File: src/rtl/hash_load_ctrl.sv
// hash_load_ctrl: sequencer that streams HASH_LENGTH words from a
// single-port SRAM into the 256-bit hash-vector assembler, then waits for the
// assembler to report completion and pulses done.
// Optional feature macro: HASH_LOAD_CTRL_TIMEOUT_EN adds a WAIT_DONE watchdog
// that sets a sticky error flag and forces completion after TIMEOUT_CYCLES.
module hash_load_ctrl #(
   parameter int HASH_LENGTH    = 8,
   parameter int ADDR_WIDTH     = 8,
   parameter int TIMEOUT_CYCLES = 16
) (
   input  logic                           clock,
   input  logic                           reset,
   input  logic                           start,
   input  logic [ADDR_WIDTH-1:0]          base_address,
   output logic                           sram_read_enable,
   output logic [ADDR_WIDTH-1:0]          sram_read_address,
   input  logic [31:0]                    sram_read_data,
   output logic                           hash_enable,
   output logic [$clog2(HASH_LENGTH)-1:0] hash_address,
   output logic [31:0]                    hash_data,
   output logic                           address_read_complete,
   input  logic                           hash_vector_complete,
   output logic                           busy,
   output logic                           done,
   output logic                           error
);

   localparam int HA_W    = $clog2(HASH_LENGTH);
   localparam int CNT_MAX = (HASH_LENGTH > TIMEOUT_CYCLES) ? HASH_LENGTH : TIMEOUT_CYCLES;
   localparam int CNT_W   = $clog2(CNT_MAX) + 1;

   localparam logic [CNT_W-1:0] LAST_WORD  = CNT_W'(HASH_LENGTH - 1);
   localparam logic [CNT_W-1:0] LAST_DRAIN = CNT_W'(1);
   localparam logic [HA_W-1:0]  LAST_IDX   = HA_W'(HASH_LENGTH - 1);
`ifdef HASH_LOAD_CTRL_TIMEOUT_EN
   localparam logic [CNT_W-1:0] LAST_WAIT  = CNT_W'(TIMEOUT_CYCLES - 1);
`endif

   typedef enum logic [2:0] {
      S_IDLE, S_CLEAR, S_READ, S_DRAIN, S_WAIT_DONE, S_DONE
   } state_t;

   state_t                 state_reg, state_next;
   logic [CNT_W-1:0]       cnt_reg, cnt_next;
   logic [ADDR_WIDTH-1:0]  base_reg;

   // one-stage pipeline tracking which read returns data this cycle
   logic                   pipe_valid_reg;
   logic [HA_W-1:0]        pipe_idx_reg;

   // next values of the registered outputs
   logic                   rd_en_next;
   logic [ADDR_WIDTH-1:0]  rd_addr_next;
   logic                   hash_en_next;
   logic                   arc_next;
   logic                   busy_next;
   logic                   done_next;

`ifdef HASH_LOAD_CTRL_TIMEOUT_EN
   logic                   timeout_hit;
   logic                   error_reg;
`endif

   // state register, phase counter and latched base address
   always_ff @(posedge clock or negedge reset) begin
      if (!reset) begin
         state_reg <= S_IDLE;
         cnt_reg   <= '0;
         base_reg  <= '0;
      end else begin
         state_reg <= state_next;
         cnt_reg   <= cnt_next;
         if (state_reg == S_IDLE && start)
            base_reg <= base_address;
      end
   end

   // next-state and counter sequencing
   always_comb begin
      state_next = state_reg;
      cnt_next   = cnt_reg;
`ifdef HASH_LOAD_CTRL_TIMEOUT_EN
      timeout_hit = 1'b0;
`endif
      unique case (state_reg)
         S_IDLE: begin
            if (start) begin
               state_next = S_CLEAR;
               cnt_next   = '0;
            end
         end
         S_CLEAR: begin
            state_next = S_READ;
            cnt_next   = '0;
         end
         S_READ: begin
            if (cnt_reg == LAST_WORD) begin
               state_next = S_DRAIN;
               cnt_next   = '0;
            end else begin
               cnt_next = cnt_reg + 1'b1;
            end
         end
         S_DRAIN: begin
            if (cnt_reg == LAST_DRAIN) begin
               state_next = S_WAIT_DONE;
               cnt_next   = '0;
            end else begin
               cnt_next = cnt_reg + 1'b1;
            end
         end
         S_WAIT_DONE: begin
            if (hash_vector_complete) begin
               state_next = S_DONE;
               cnt_next   = '0;
            end
`ifdef HASH_LOAD_CTRL_TIMEOUT_EN
            else if (cnt_reg == LAST_WAIT) begin
               state_next  = S_DONE;
               cnt_next    = '0;
               timeout_hit = 1'b1;
            end else begin
               cnt_next = cnt_reg + 1'b1;
            end
`endif
         end
         S_DONE: begin
            state_next = S_IDLE;
            cnt_next   = '0;
         end
         default: begin
            state_next = S_IDLE;
            cnt_next   = '0;
         end
      endcase
   end

   // output decode from the upcoming state so every output comes from a flop
   always_comb begin
      rd_en_next   = (state_next == S_READ);
      rd_addr_next = rd_en_next ? (base_reg + ADDR_WIDTH'(cnt_next)) : '0;
      busy_next    = (state_next != S_IDLE);
      done_next    = (state_next == S_DONE);
      unique case (state_next)
         S_IDLE:  hash_en_next = hash_enable;   // keep the finished vector visible
         S_CLEAR: hash_en_next = 1'b0;          // wipe the assembler before loading
         default: hash_en_next = 1'b1;
      endcase
      // raised alongside the last word, then held until DONE
      arc_next = (pipe_valid_reg && pipe_idx_reg == LAST_IDX) ||
                 (address_read_complete && state_next == S_WAIT_DONE);
   end

   // registered control outputs
   always_ff @(posedge clock or negedge reset) begin
      if (!reset) begin
         sram_read_enable      <= 1'b0;
         sram_read_address     <= '0;
         hash_enable           <= 1'b0;
         address_read_complete <= 1'b0;
         busy                  <= 1'b0;
         done                  <= 1'b0;
      end else begin
         sram_read_enable      <= rd_en_next;
         sram_read_address     <= rd_addr_next;
         hash_enable           <= hash_en_next;
         address_read_complete <= arc_next;
         busy                  <= busy_next;
         done                  <= done_next;
      end
   end

   // read-return pipeline: SRAM data arrives one cycle after the strobe
   always_ff @(posedge clock or negedge reset) begin
      if (!reset) begin
         pipe_valid_reg <= 1'b0;
         pipe_idx_reg   <= '0;
         hash_data      <= '0;
         hash_address   <= '0;
      end else begin
         pipe_valid_reg <= sram_read_enable;
         pipe_idx_reg   <= HA_W'(cnt_reg);
         if (pipe_valid_reg) begin
            hash_data    <= sram_read_data;
            hash_address <= pipe_idx_reg;
         end
      end
   end

`ifdef HASH_LOAD_CTRL_TIMEOUT_EN
   // sticky watchdog flag, cleared by the next accepted start
   always_ff @(posedge clock or negedge reset) begin
      if (!reset)
         error_reg <= 1'b0;
      else if (timeout_hit)
         error_reg <= 1'b1;
      else if (state_reg == S_IDLE && start)
         error_reg <= 1'b0;
   end

   assign error = error_reg;
`else
   assign error = 1'b0;
`endif

endmodule

File: config.mk
export PLATFORM = sky130hd
export DESIGN_NAME = hash_load_ctrl
export DESIGN_NICKNAME = d
export VERILOG_FILES = /design/src/rtl/hash_load_ctrl.sv
export SDC_FILE = /design/constraint.sdc
export NUM_CORES = 1
export LEC_CHECK = 0
export ABC_CLOCK_PERIOD_IN_PS = 2800
export CAP_MARGIN = 20
export CELL_PAD_IN_SITES_DETAIL_PLACEMENT = 0
export CELL_PAD_IN_SITES_GLOBAL_PLACEMENT = 1
export CORE_ASPECT_RATIO = 0.7
export CORE_MARGIN = 3
export CORE_UTILIZATION = 30
export CTS_CLUSTER_SIZE = 25
export DETAILED_ROUTE_END_ITERATION = 10
export PLACE_DENSITY = 0.8
export SYNTH_ARGS = -nofsm -noshare
export SYNTH_HDL_FRONTEND = slang
export SYNTH_SLANG_ARGS = --single-unit
File: constraint.sdc
create_clock -name clock -period 2.8 [get_ports clock]
set_clock_uncertainty 0.05 [all_clocks]
set_input_delay 0.7 -clock clock [delete_from_list [all_inputs] [get_ports clock]]
set_output_delay 0.7 -clock clock [all_outputs]
set_load 0.03 [all_outputs]
======== Yosys cells after proc, flatten, opt, wreduce, memory -nomap -nowiden ========
Index checks and enable logic that the tools add are counted.
Widths: inputs -> output; s select.
storage, ports and cells
  register bits ........................... 68
  input bits .............................. 44
  output and inout bits ................... 49
  logic and storage cells ................. 45
operators by class
  $add $sub $neg .......................... 2
  equal/unequal tests ..................... 11
  muxes and demuxes ....................... 12
  reductions and logical operators ........ 7
operators with widths
  kind                 number
  $mux 5               4
  $pmux 5 s4           1
  $pmux 3 s5           1
  $eq 3x3->1 const B   4
  $mux 3               4
  $eq 3x2->1 const B   3
  $add 8x5->8          1
  $mux 8               1
  $eq 3x1->1 const B   2
  $logic_not 3->1      2
  $add 5x1->5 const B  1
  $eq 5x1->1 const B   1
  $eq 5x3->1 const B   1
  $logic_and 1x1->1    3
  $reduce_bool 3->1    1
  $pmux 1 s2           1
  $logic_or 1x1->1     1

======== Depth between registers and ports, before layout ========
  depth in word-level cells ............... 6
  gate-level depth with buffers ........... 12
  gate-level depth less buffers ........... 12

======== Worst setup path before layout ========
Ideal clock, no wire load.
  path kind ............................... register to register
  start point ............................. register cnt_reg[0]
  end point ............................... register sram_read_address[7]
  setup time .............................. 78 ps
  arrival time ............................ 2584 ps
  data required time ...................... 2672 ps
  slack ................................... 88 ps
  stages on the path, launching flop included .. 11
  buffers on the path ..................... 0
  period minus slack after synthesis ...... 2712 ps
  cells stage by stage .................... dfrtp_1 ha_1 nor4b_1 a21oi_1 or4b_1 nand3_1 ha_1 o21ai_0 o21a_1 or4_1 a21oi_1
on the way
  word-level cells in the longest chain between the ends .. 5
  elaborated cells between the ends (all ways) .. 14
  those cells by class .................... 2 x add/sub; 3 x eq/ne; 9 x mux
RTL lines
  element                                    line      text
  start, declared                            44        logic [CNT_W-1:0] cnt_reg, cnt_next;
  start signal, assigned                     72        cnt_reg <= cnt_next;
  $add 5x1->5, or another cell as far along  101, 109
  $mux 5, on equally long branches           105, 97
  $pmux 5 s4 (*)                             85        unique case (state_reg)
  net cnt_next[3]                            44
  $add 8x5->8 (*)                            141       rd_addr_next = rd_en_next ? (base_reg + ADDR_WIDTH'(cnt_next)) : '0;
  $mux 8 (*)                                 141
  net rd_addr_next[7]                        53        logic [ADDR_WIDTH-1:0] rd_addr_next;
  end signal, assigned                       165       sram_read_address <= rd_addr_next;
  end, declared                              16        output logic [ADDR_WIDTH-1:0] sram_read_address,
Mark *: on every way through the listed nets, which the timed path passes. The rest lies on a longest branch.
A chain may end at the register's enable or synchronous reset.

======== Worst setup path after layout ========
  start point ............................. register cnt_reg[1]
  end point ............................... register sram_read_address[5]
The elaborated chain is that of the path after synthesis.

==> out/metrics.yaml <==
outcome:
  status: "finished, final reports clean"
layout:
  n_antenna_cell: 0
  final_cells: 448
  nets: 375
  stdcell_area_um2: 4450
  seq_area_um2: 1700
  largest_register_ffs: 32
  synthToLayoutAreaGrowth_pct: 57.8
  multi_input_area_um2: 1140
  nFillCells: 762
  fin_util: 0.506
  drive_above_1_share: 0.302
synth:
  synthTopCellsByCount: "dfrtp_1, mux2_2, nor2_1, ha_1"
  syn_area_per_cell_um2: 13.9
  synth_most_common_cell: "dfrtp_1"
  async_flop_share: 1.00
  synth_seq_cells: 68
  yosysUniqueCellTypes: 42
  synth_ff_type: "dfrtp_1"
  yosysWarnings: 0
  ys_seq_area_frac: 0.603
  syn_inst: 203
  syn_nets: 255
  yosys.area.top_type_share: 0.603
  synth.area.top_cells: "dfrtp_1, mux2_2, ha_1"
  syn_area_um2: 2820
  synth-edff-count: 0
  synth.largest_area_cell: "dfrtp_1"
pwr:
  leakagePower_nw: 1.89
  irDropWorstVdd_uv: 566
  p_per_area_nw_per_um2: 1340
worst_setup_path:
  rr_worst_depth: 12
  cp.required_ps: 3010
  slowest_delay_ps: 550
  worst-path-max-fanout: 3
  r2r_slack_ps: 90
  cp-start-kind: "flip-flop"
  critPathBufInv: 2
  path_delay_family: "simple AND/OR/NAND/NOR gates"
  path_class: "reg2reg"
  r2r-start: "cnt_reg[1]$_DFF_PN0_"
  r2r-end: "sram_read_address[5]$_DFF_PN0_"
  critPathCaptureType: "flip-flop"
  cp.arrival_ps: 2920
  worst_path_max_delay_cell: "or4b_4"
  path_cells: "buf_4 > ha_4 > nand4bb_1 > nor2_1 > or4b_4 > nand3_4 > ha_4 > o21ai_1 > o21a_1 > buf_4 > or3_1 > a21oi_2"
drt:
  vias: 2041
  route.detailed.drc: 0
  routed_wl_mm: 6.31
  avgRoutedWirePerCell_um: 14.1
  drt-pass1-iter-count: 4
  drtIter0Drc: 94
  ant_nets: 0
  via_per_inst: 4.56
timing:
  fmax_mhz: 369
  hold_viol: 0
  slew_headroom: 0.530
  fin_crit_sh: 0.967
  worst_pin_slew_ps: 705
  setup_violations: 0
  period_minus_slack_ps: 2710
  drv_slew: 0
global_routing:
  overflow: 0
  grt_max_degree: 43
  antenna_found_initial: 0
  grt_pass1_wl_mm: 9.94
  grt_pass1_vias: 2070
  track_usage: 0.124
clocking:
  cts_root_buf: "clkbuf_16"
  ctsLongestPathBuffers: 2
  cts_tree: "built"
  hold_buffers: 0
  h-tree-depth: 3
  clk_pin_slew_ps: 60
  cts_buffers: 9
  cts_num_sinks: 68
  insertion_delay_ps: 330
floorplan:
  start_util: 0.321
  core_um2: 8790
  rows: 28
  die_area_um2: 10600
  die_h_um: 87.1
  num_io_pins: 93
  fp.dieW_um: 122
hold_path:
  hold_path_class: "in2async"
place:
  place.detailed.hpwl_mm: 4.63
  io_buffers: 91
  place_inst: 430
  place.gp.congestion: 0.774
  post_dp_cell_area_um2: 4020
run:
  cap_violations: 0
-- how the worst max path moves through the flow --
stage / startpoint / to / cells after the start
floorplan: cnt_reg[0]$_DFF_PN0_ / sram_read_address[7]$_DFF_PN0_ / 10
global placement: start / sram_read_address[7]$_DFF_PN0_ / 9
finish: cnt_reg[1]$_DFF_PN0_ / sram_read_address[5]$_DFF_PN0_ / 12
detailed placement: start / sram_read_address[7]$_DFF_PN0_ / 10
CTS: cnt_reg[0]$_DFF_PN0_ / sram_read_address[7]$_DFF_PN0_ / 10
global route: hash_vector_complete / sram_read_address[5]$_DFF_PN0_ / 11
-- logic make-up after synthesis --
group / after synthesis / share of synthesized area
flops: 68 / 0.603
mux: 44 / 0.175
simple gates: 40 / 0.0856
compound gates: 25 / 0.0577
buf+inv: 11 / 0.0204
fa+ha+maj: 8 / 0.0381
xor+xnor: 6 / 0.0186
other cells: 1 / 0.00133
-- final cells by class --
class | instances | area share
Clock inverter | 6 | 0.0253
Clock buffer | 10 | 0.0514
Tap cell | 120 | 0.0337
Sequential cell | 68 | 0.382
Inverter | 4 | 0.00337
Timing Repair Buffer | 116 | 0.248
Multi-Input combinational cell | 124 | 0.255
-- routing by layer --
metal  global-route usage  up-vias  wire length, um
met5                    0        -                0
met4               0.0458        0               71
met3               0.0545        8              501
met2                0.186       70             2820
met1                0.158     1000             2920
li1                     -      963                -
-- through the flow --
stage                     TNS, ps  power, mW  hold WS (ps)  setup slack (ps)
after floorplan                 0       3.41           354              87.6
after global placement       -798       4.58           318              -274
after detailed placement    -1070       4.64           316              -317
after CTS                       0       5.98           326              26.3
after global routing        -21.4       6.35           353             -21.4
final                           0       5.98           331              91.8
-- timing repair --
| action | in CTS | in global routing |
|---|---|---|
| pin swaps | 1 | 7 |
| setup buffers | 1 | 1 |
| setup endpoints to repair | 3 | 4 |
| gates resized for setup | 4 | 15 |
-- where the power goes --
part / switching [mW] / leakage [nW] / internal (mW)
clock: 0.413 / 0.167 / 0.871
combinational: 1.47 / 0.904 / 1.47
sequential: 0.312 / 0.820 / 1.44
-- layout by cell type (no fill, tap or decap), types with 3 or more instances in the layout --
cell / synthesis / layout
xnor2_1: 5 / 5
o21ai_1: 0 / 3
bufinv_16: 0 / 3
buf_4: 2 / 24
nand3_1: 6 / 5
a22o_1: 3 / 3
clkdlybuf4s50_1: 0 / 90
clkbuf_16: 0 / 9
a21oi_1: 6 / 4
dfrtp_1: 68 / 68
inv_1: 4 / 4
nand2_1: 5 / 5
mux2_2: 43 / 43
ha_1: 7 / 3
a211oi_1: 3 / 3
nor2_1: 8 / 8
Note: power is estimated with default switching activity, not from simulation.
==> edit, RTL diff (same flow settings) <==
The output `sram_read_address` loses its register stage (`sram_read_address` becomes a continuous assignment).
--- a/src/rtl/hash_load_ctrl.sv
+++ b/src/rtl/hash_load_ctrl.sv
@@ -157,3 +157,2 @@
          sram_read_enable      <= 1'b0;
-         sram_read_address     <= '0;
          hash_enable           <= 1'b0;
@@ -164,3 +163,2 @@
          sram_read_enable      <= rd_en_next;
-         sram_read_address     <= rd_addr_next;
          hash_enable           <= hash_en_next;
@@ -171,2 +169,4 @@
    end
+
+   assign sram_read_address = rd_addr_next;
 
Check against the original RTL: not equivalent (Yosys sat finds a counterexample within 4 cycles, from zero or initial values and one cycle with reset low).
==> edit against the original RTL <==
The run now ends with setup timing left; count of clock-buffer cells in the layout stayed put; cell count up 0.22%; sequential share of layout area shrank 4.2 points; sequential cell count fell by 8; area after synthesis down 7.1%; power grew 7.3%; final area fell by 0.98%; maximum frequency fell by 27%; via count is 0.39% lower; global-route usage rose by 1.3 points; setup slack lost 1000 ps; wire length rose by 0.19%; highest routed layer unchanged.
==> edit: results (changes against the original RTL) <==
| Metric | Value |
|---|---|
| Total Routing Usage GR | `13.7% (+1.3 points)` |
| Number of H-tree levels | `3 (unchanged)` |
| Drt initial violations | `111 (+18%)` |
| Post-synthesis sequential area ratio | `57.3% (-3.0 points)` |
| Critical path's slowest cell | `or4b_4` |
| Largest net degree at the start of global routing | `33 (-23%)` |
| Clk_lat worst skew | `320 ps` |
| Clock Path Buffers | `2 (unchanged)` |
| Dpl ws | `-1010 ps (-692 ps)` |
| Failing checks | `setup timing` |
| Mux cell area share after synthesis | `18.9% (+1.3 points)` |
| Synth area leaders | `dfrtp_1 (57%), mux2_2 (18%), ha_1 (3.3%)` |
| Most used DFF post-synth | `dfrtp_1` |
| Adder-cell share of the synthesized area | `4.11% (+0.29 points)` |
| CP peak stage delay | `510 ps (-40 ps)` |
| Final setup TNS | `-5300 ps (-5300 ps)` |
| Status | `finished, violations left` |
| Fill cells | `704 (-7.6%)` |
| Syn Inst Count | `195 (-3.9%)` |
| Hold crit path type | `in2async` |
| Xor and xnor area share after synthesis | `2.00% (+0.14 points)` |
| Synth warn | `0 (unchanged)` |
| Vias | `2033 (-0.39%)` |
| Leakage power | `1.89 nW (-0.23%)` |
| Count of different cell masters after synthesis | `42 (unchanged)` |
| Worst IR drop on VDD | `607 uV (+7.2%)` |
| Routed Antenna Nets | `0 (unchanged)` |
| Final wirelength | `6.32 mm (+0.19%)` |
| First-pass GRT wire length | `10.7 mm (+7.6%)` |
| ANT cells | `0 (unchanged)` |
| Synth cell count leaders | `dfrtp_1 (60), mux2_2 (43), nor2_1 (8)` |
| Share of cells above drive strength 1 | `42.3% (+12 points)` |
| First drt pass iteration count | `3 (-1)` |
| CTS buffer count | `9 (unchanged)` |
| Dpl cells | `428 (-0.47%)` |
| Routed vias/inst | `4.53 (-0.61%)` |
| Final Wtd Congestion | `0.811 (+4.7%)` |
| # setup viols final | `8 (+8)` |
| Post-Syn Nets | `247 (-3.1%)` |
| Post-synthesis compound-gate area fraction | `6.21% (+0.44 points)` |
| Antenna violations before repair | `0 (unchanged)` |
| Final #Nets | `381 (+1.6%)` |
| Number of global-route vias before repair | `2112 (+2.0%)` |
| Max reg flops | `32 (unchanged)` |
| Detailed Place HPWL | `4.78 mm (+3.1%)` |
| Clock Tree Root | `clkbuf_16` |
| FFs w/ async S/R, synth | `100% (unchanged)` |
| Worst EP arrival | `2980 ps (+60 ps)` |
| Setup slack after layout | `-929 ps (-1020 ps)` |
| CTS clk-pin slew, worst paths | `50 ps` |
| Critical-path maximum fanout | `4 (+1)` |
| IO Port Bufs | `91 (unchanged)` |
| Area after DPL | `3950 sq um (-1.6%)` |
edit: changes by cell type after synthesis, sizes merged:
cell   delta
dfrtp     -8
edit: path summary, 6_finish.rpt:
path,cells after the start,start,slack [ps],endpoint
setup / recovery,11,cnt_reg[0]$_DFF_PN0_,-930,sram_read_address[7]
hold reg to reg,0,sram_read_enable$_DFF_PN0_,320,pipe_valid_reg$_DFF_PN0_
max in group asynchronous,2,reset,1690,hash_data[5]$_DFFE_PN0P_
hold / removal,1,reset,280,hash_data[23]$_DFFE_PN0P_
setup reg to reg,5,state_reg[1]$_DFF_PN0_,840,base_reg[2]$_DFFE_PN0P_
min in group clock,0,sram_read_enable$_DFF_PN0_,320,pipe_valid_reg$_DFF_PN0_
edit: where the power goes:
group	internal, mW	switching, mW	leakage (nW)
logic	1.92	1.91	1.03
registers	1.28	0.267	0.717
clock network	0.679	0.367	0.142
edit: per-layer routing:
metal / track usage [%] / up-vias / share of wire, %
li1: - / 968 / -
met1: 19.1 / 990 / 50
met2: 19.3 / 70 / 42
met3: 6.67 / 5 / 7.2
met4: 2.98 / 0 / 0.54
met5: 0 / - / 0
edit: what timing repair did:
action | CTS | global route
resized for setup | 9 | 22
setup buffers | 3 | 3
pin swaps | 5 | 12
endpoints found under the setup margin | 8 | 8
cloned | 0 | 0
edit: area by class of cell:
class	count	area (sq um)	share of cell area (%)
multi-input combinational	124	1250	28.4
tap	116	145	3.29
clock buffer	10	229	5.19
sequential	60	1500	34.1
clock inverter	5	53.8	1.22
timing repair buffer	130	1210	27.5
inverter	4	15.0	0.341
edit: critical path, delay by kind of cell, from the launching register on:
family                     cells  cell delay (ps)
adders and majority gates      2              330
DFF                            1              420
AOI/OAI and AO/OA              4              600
buffers and inverters          1              140
and+or+nand+nor                4             1160
